## src/rtl/uart_rx.sv

```systemverilog
// 8N1 UART receiver: two-flop synchronizer, mid-bit sampling down-counter, and a
// 9-bit {frame_err, data} receive FIFO drained by valid/ready.
// IDLE: wait for edge | START: verify start bit | DATA: shift 8 bits | STOP: push
module uart_rx #(
  parameter int DIV_W      = 16,
  parameter int FIFO_DEPTH = 4
) (
  input  logic                          clk,
  input  logic                          reset,
  input  logic                          rx,
  input  logic [DIV_W-1:0]              div,
  output logic [7:0]                    rx_data,
  output logic                          rx_frame_err,
  output logic                          rx_valid,
  input  logic                          rx_ready,
  output logic                          overrun,
  input  logic                          err_clear,
  output logic                          rx_busy,
  output logic [$clog2(FIFO_DEPTH):0]   fifo_count
);

  localparam int PTR_W = $clog2(FIFO_DEPTH);
  localparam int CNT_W = PTR_W + 1;

  typedef enum logic [1:0] {IDLE, START, DATA, STOP} state_t;

  state_t           state_q, state_d;
  logic             rx_s1_q, rx_s1_d, rx_s_q, rx_s_d, rx_prev_q, rx_prev_d;
  logic [DIV_W-1:0] cnt_q, cnt_d, div_q, div_d, div_eff;
  logic [2:0]       idx_q, idx_d;
  logic [7:0]       shift_q, shift_d;
  logic [8:0]       mem_q [FIFO_DEPTH];
  logic [8:0]       mem_d [FIFO_DEPTH];
  logic [PTR_W-1:0] wr_q, wr_d, rd_q, rd_d;
  logic [CNT_W-1:0] count_q, count_d;
  logic             overrun_q, overrun_d;
  logic [8:0]       last_q, last_d, head, push_data;
  logic             fall, sample, push, push_ok, pop, valid, full;

  always_comb begin
    rx_s1_d   = rx;
    rx_s_d    = rx_s1_q;
    rx_prev_d = rx_s_q;
    state_d   = state_q;
    cnt_d     = cnt_q;
    div_d     = div_q;
    idx_d     = idx_q;
    shift_d   = shift_q;
    mem_d     = mem_q;
    wr_d      = wr_q;
    rd_d      = rd_q;
    count_d   = count_q;
    overrun_d = overrun_q;
    last_d    = last_q;
    push      = 1'b0;
    push_data = {~rx_s_q, shift_q};
    fall      = rx_prev_q & ~rx_s_q;
    sample    = (cnt_q == '0);
    div_eff   = (div < DIV_W'(4)) ? DIV_W'(4) : div;

    if (state_q != IDLE) begin
      cnt_d = sample ? (div_q - DIV_W'(1)) : (cnt_q - DIV_W'(1));
    end

    case (state_q)
      IDLE: begin
        if (fall) begin
          div_d   = div_eff;
          cnt_d   = div_eff >> 1;
          idx_d   = 3'd0;
          state_d = START;
        end
      end
      START: begin
        if (sample) state_d = rx_s_q ? IDLE : DATA;
      end
      DATA: begin
        if (sample) begin
          shift_d = {rx_s_q, shift_q[7:1]};
          idx_d   = idx_q + 3'd1;
          if (idx_q == 3'd7) state_d = STOP;
        end
      end
      STOP: begin
        if (sample) begin
          push    = 1'b1;
          state_d = IDLE;
        end
      end
      default: state_d = IDLE;
    endcase

    valid   = (count_q != '0);
    full    = (count_q == CNT_W'(FIFO_DEPTH));
    pop     = valid & rx_ready;
    // A full FIFO still accepts a byte when the head leaves in the same cycle.
    push_ok = push & (~full | pop);

    if (push_ok) begin
      mem_d[wr_q] = push_data;
      wr_d        = wr_q + PTR_W'(1);
    end
    if (pop) rd_d = rd_q + PTR_W'(1);

    case ({push_ok, pop})
      2'b10:   count_d = count_q + CNT_W'(1);
      2'b01:   count_d = count_q - CNT_W'(1);
      default: count_d = count_q;
    endcase

    if (push & full & ~pop) overrun_d = 1'b1;
    else if (err_clear)     overrun_d = 1'b0;

    if (valid) last_d = mem_q[rd_q];
    head = valid ? mem_q[rd_q] : last_q;
  end

  always_ff @(posedge clk) begin
    mem_q <= mem_d;
    if (reset) begin
      rx_s1_q   <= 1'b1;
      rx_s_q    <= 1'b1;
      rx_prev_q <= 1'b1;
      state_q   <= IDLE;
      cnt_q     <= '0;
      div_q     <= DIV_W'(4);
      idx_q     <= 3'd0;
      shift_q   <= 8'd0;
      wr_q      <= '0;
      rd_q      <= '0;
      count_q   <= '0;
      overrun_q <= 1'b0;
      last_q    <= 9'd0;
    end else begin
      rx_s1_q   <= rx_s1_d;
      rx_s_q    <= rx_s_d;
      rx_prev_q <= rx_prev_d;
      state_q   <= state_d;
      cnt_q     <= cnt_d;
      div_q     <= div_d;
      idx_q     <= idx_d;
      shift_q   <= shift_d;
      wr_q      <= wr_d;
      rd_q      <= rd_d;
      count_q   <= count_d;
      overrun_q <= overrun_d;
      last_q    <= last_d;
    end
  end

  assign rx_data      = head[7:0];
  assign rx_frame_err = head[8];
  assign rx_valid     = valid;
  assign overrun      = overrun_q;
  assign rx_busy      = (state_q != IDLE);
  assign fifo_count   = count_q;

endmodule
```

## config.mk

```make
export PLATFORM = sky130hd
export DESIGN_NAME = uart_rx
export DESIGN_NICKNAME = d
export VERILOG_FILES = /design/src/rtl/uart_rx.sv
export SDC_FILE = /design/constraint.sdc
export NUM_CORES = 1
export LEC_CHECK = 0
export BUFFER_PORTS_ARGS = -buffer_cell sky130_fd_sc_hd__clkbuf_2
export CORE_MARGIN = 2
export CORE_UTILIZATION = 55
export DETAILED_ROUTE_END_ITERATION = 7
export PLACE_DENSITY = 0.72
export SYNTH_ARGS = -nofsm -noshare
export SYNTH_HDL_FRONTEND = slang
export SYNTH_SLANG_ARGS = --single-unit
```

## constraint.sdc

```tcl
create_clock -name clk -period 3.87 [get_ports clk]
set_clock_uncertainty 0.05 [all_clocks]
set_input_delay 0.387 -clock clk [delete_from_list [all_inputs] [get_ports clk]]
set_output_delay 0.387 -clock clk [all_outputs]
set_load 0.01 [all_outputs]
```

==> flow_metrics.tcl <==
set metrics [dict create \
    outcome "completed" \
    critPathArrivalTime_ns 3.32 \
    max-slew-margin-rel_pct 47.2 \
    grt_setup_unrepaired "no" \
    post_cts_resize_count 0 \
    final_setup_margin_ns 0.802 \
    yosys_register_bits 101 \
    via_cell_ratio 5.86 \
    fin_crit_sh_pct 79.3 \
    synth_nets 473 \
    port_buffers 35 \
    post-place-ws_ns 0.861 \
    clock_latency_ns 0.36 \
    drt_drc_violations_left 0 \
    dp_hpwl_um 6850 \
    worst_hold_path.num_cells 2 \
    endpoint_kind "register" \
    core_area_um2 8130 \
    number_of_design_rule_violations_left_by_the_first_detailed_router_iteration 180 \
    dieArea_um2 9060 \
    tritoncts "built" \
    power_density_nw_per_um2 426 \
    power_leakage_nw 1.78 \
    mappedNetlistArea_um2 4580 \
    postRouteAntennaNets 0 \
    num_rows 33 \
    final.min_clock_period_ns 3.07 \
    required_time_of_the_worst_setup_path_ns 4.12 \
    clockBufferDepth 2 \
    critPathLaunchType "register" \
    antenna_found_initial 0 \
    numClockSinks 101 \
    start_util_pct 56.3 \
    cp_max_fo 7 \
    xor_xnor_fraction_of_synth_area_pct 2.68 \
    drv_cap 0 \
    cts_buffers 9 \
    setup-violations-final 0 \
    grt_start_max_net_pins 33 \
    synth_mux_area_share_pct 8.64 \
    synth_seq_area_share_pct 52.1 \
    netlist-cell-type-count 58 \
    synth_enable_flop_cells 36 \
    vias 3415 \
    drt_wl_total_um 9740 \
    grt_overflow 0 \
    share_of_synthesized_flip_flops_with_an_asynchronous_set_or_reset_pct 0 \
    setup_tns_ns 0 \
    grt_first_pass_wirelength_um 15900 \
    root_buffer "sky130_fd_sc_hd__clkbuf_8" \
    place_congestion 0.905 \
    chipWidth_um 95.2 \
    postSynthCellCount 443 \
    die_height_um 95.2 \
    wl_per_cell_um 16.7 \
    ys.flop_type "sky130_fd_sc_hd__dfxtp_1" \
    number_of_levels_in_the_clock_h_tree 3 \
    area_growth_syn_to_layout_pct 10.4 \
    synth-compound-area-share_pct 12.3 \
    criticalPathCategory "reg -> reg" \
    track_usage_pct 22.9 \
    top_ports 36 \
    hold_class "in -> reg" \
    first_global_vias 3301 \
    yosys.area_share.simple_pct 18.9 \
    worst_r2r_path_depth 11 \
    synth-adder-area-share_pct 2.63 \
    nets 503 \
    postCtsHoldBufs 0 \
    fillers 661 \
    final_cell_utilization_of_the_core_pct 62.1 \
    fmax_mhz 326 \
    timing_hold_violations_final 0 \
    max-vdd-ir-drop_mv 0.192 \
    worstMarginPinSlew_ns 0.789 \
    postCtsSetupBuffers 0 \
    detailedRoute.firstPassIterationCount 4 \
    synthesis.area_per_instance_um2 10.3 \
    path_clk_slew_ns 0.10 \
    synth_top_family_by_area "simple AND/OR/NAND/NOR gates" \
    antenna_cells_inserted 0 \
    timing_max_transition_violations_final 0 \
    share_of_cells_above_drive_strength_1_pct 19.7 \
    yosys_warnings 0 \
]
-- final timing paths --
check,endpoint,from,slack [ns]
setup / recovery,fifo_count[2]$_SDFFE_PP0P_,cnt_q[13]$_SDFF_PP0_,0.80
hold / removal,rx_s1_q$_SDFF_PP1_,rx,0.15
setup reg to reg,fifo_count[2]$_SDFFE_PP0P_,cnt_q[13]$_SDFF_PP0_,0.80
hold reg to reg,rx_prev_d$_SDFF_PP1_,rx_s1_q$_SDFF_PP1_,0.37
-- per-layer routing --
metal / routed length, um / GRT usage (%)
met3: 422 / 3.87
met5: 0 / 0
met4: 143 / 7.85
met1: 4250 / 28.1
met2: 4920 / 40.5
-- area by class of cell --
class / count / area (um^2) / area share, %
clock inverters: 7 / 80.1 / 1.59
flip-flops and latches: 101 / 2380 / 47.2
clock buffers: 9 / 124 / 2.45
repair buffers: 42 / 228 / 4.51
inverters: 10 / 37.5 / 0.743
multi-input cells: 309 / 2070 / 40.9
well taps: 105 / 131 / 2.60
-- stage by stage --
stage,cell area [um^2],hold slack [ns],cells,power (mW)
floorplan,4580,0.339,443,1.39
global placement,4850,0.345,567,1.47
detailed placement,4850,0.354,567,1.48
CTS,5050,0.140,583,2.16
global route,5050,0.135,583,2.24
finish,5050,0.148,583,2.15
-- report_power, final --
group | internal, mW | switching [mW]
Clock | 0.308 | 0.385
Combinational | 0.126 | 0.194
Sequential | 1.11 | 0.0271
Total | 1.55 | 0.606
-- state kept, by name, summed over array words and instances, names as in the netlist, named ones only --
name        count
rx_prev_d       1
rd_q            2
wr_q            2
last_q          9
cnt_q          16
div_q          16
rx_prev_q       1
state_q         1
rx_s1_q         1
mem_q          36
shift_q         8
fifo_count      3
overrun         1
idx_q           3
-- cells in the mapped netlist (7+ instances only) --
master,count,area [um^2]
sky130_fd_sc_hd__mux4_2,9,203
sky130_fd_sc_hd__nor2b_1,13,81.3
sky130_fd_sc_hd__a211oi_1,7,52.6
sky130_fd_sc_hd__xnor2_1,7,61.3
sky130_fd_sc_hd__clkbuf_1,19,71.3
sky130_fd_sc_hd__or3_1,11,68.8
sky130_fd_sc_hd__nor3_1,13,65.1
sky130_fd_sc_hd__mux2i_1,8,80.1
sky130_fd_sc_hd__ha_1,8,100
sky130_fd_sc_hd__nor2_1,23,86.3
sky130_fd_sc_hd__or2_2,8,50.1
sky130_fd_sc_hd__xor2_1,7,61.3
sky130_fd_sc_hd__nand2_1,66,248
sky130_fd_sc_hd__a21oi_1,47,235
sky130_fd_sc_hd__inv_1,9,33.8
sky130_fd_sc_hd__dfxtp_1,65,1300
sky130_fd_sc_hd__mux2_2,9,101
sky130_fd_sc_hd__edfxtp_1,36,1080
-- kinds of logic (layout without fill, tap and decap cells) --
| family | count (synthesis) | after routing |
|---|---|---|
| DFF | 101 | 101 |
| AOI/OAI and AO/OA | 87 | 87 |
| buffers and inverters | 33 | 68 |
| xor gates and xnor gates | 14 | 14 |
| muxes | 27 | 27 |
| and+or+nand+nor | 172 | 172 |
| adders and majority gates | 9 | 9 |
-- worst max-delay path, stage by stage, from the launching register on --
cell and delay (ns):
sky130_fd_sc_hd__dfxtp_1 0.37, sky130_fd_sc_hd__nor4_1 0.53, sky130_fd_sc_hd__and4_1 0.34, sky130_fd_sc_hd__nand4_1 0.17
sky130_fd_sc_hd__nor2b_1 0.42, sky130_fd_sc_hd__inv_1 0.11, sky130_fd_sc_hd__ha_1 0.25, sky130_fd_sc_hd__inv_1 0.08
sky130_fd_sc_hd__fa_1 0.17, sky130_fd_sc_hd__xor2_1 0.07, sky130_fd_sc_hd__or3_1 0.31, sky130_fd_sc_hd__a21oi_1 0.13
-- cell usage in the layout, fill, tap and decap left out, drive strengths merged, types with 2 or more instances in the layout --
cell / synthesis / routed
xnor2: 7 / 7
nor2: 23 / 23
a211oi: 7 / 7
nor3: 13 / 13
nor4: 6 / 6
o22ai: 6 / 6
buf: 4 / 7
nand2: 66 / 66
a31oi: 3 / 3
clkinv: 1 / 3
a2111oi: 4 / 4
a311oi: 4 / 4
nand4: 3 / 3
xor2: 7 / 7
o21ai: 6 / 6
nor2b: 13 / 13
or2: 10 / 10
a211o: 2 / 2
edfxtp: 36 / 36
mux2i: 8 / 8
o211ai: 2 / 2
mux4: 9 / 9
or4: 2 / 2
inv: 9 / 12
clkbuf: 19 / 44
mux2: 10 / 10
and2: 5 / 5
nand3: 6 / 6
nor3b: 2 / 2
or3: 13 / 13
nand2b: 3 / 3
ha: 8 / 8
dfxtp: 65 / 65
nand3b: 2 / 2
a21oi: 47 / 47
No activity file was read; power rests on OpenSTA's default activity.
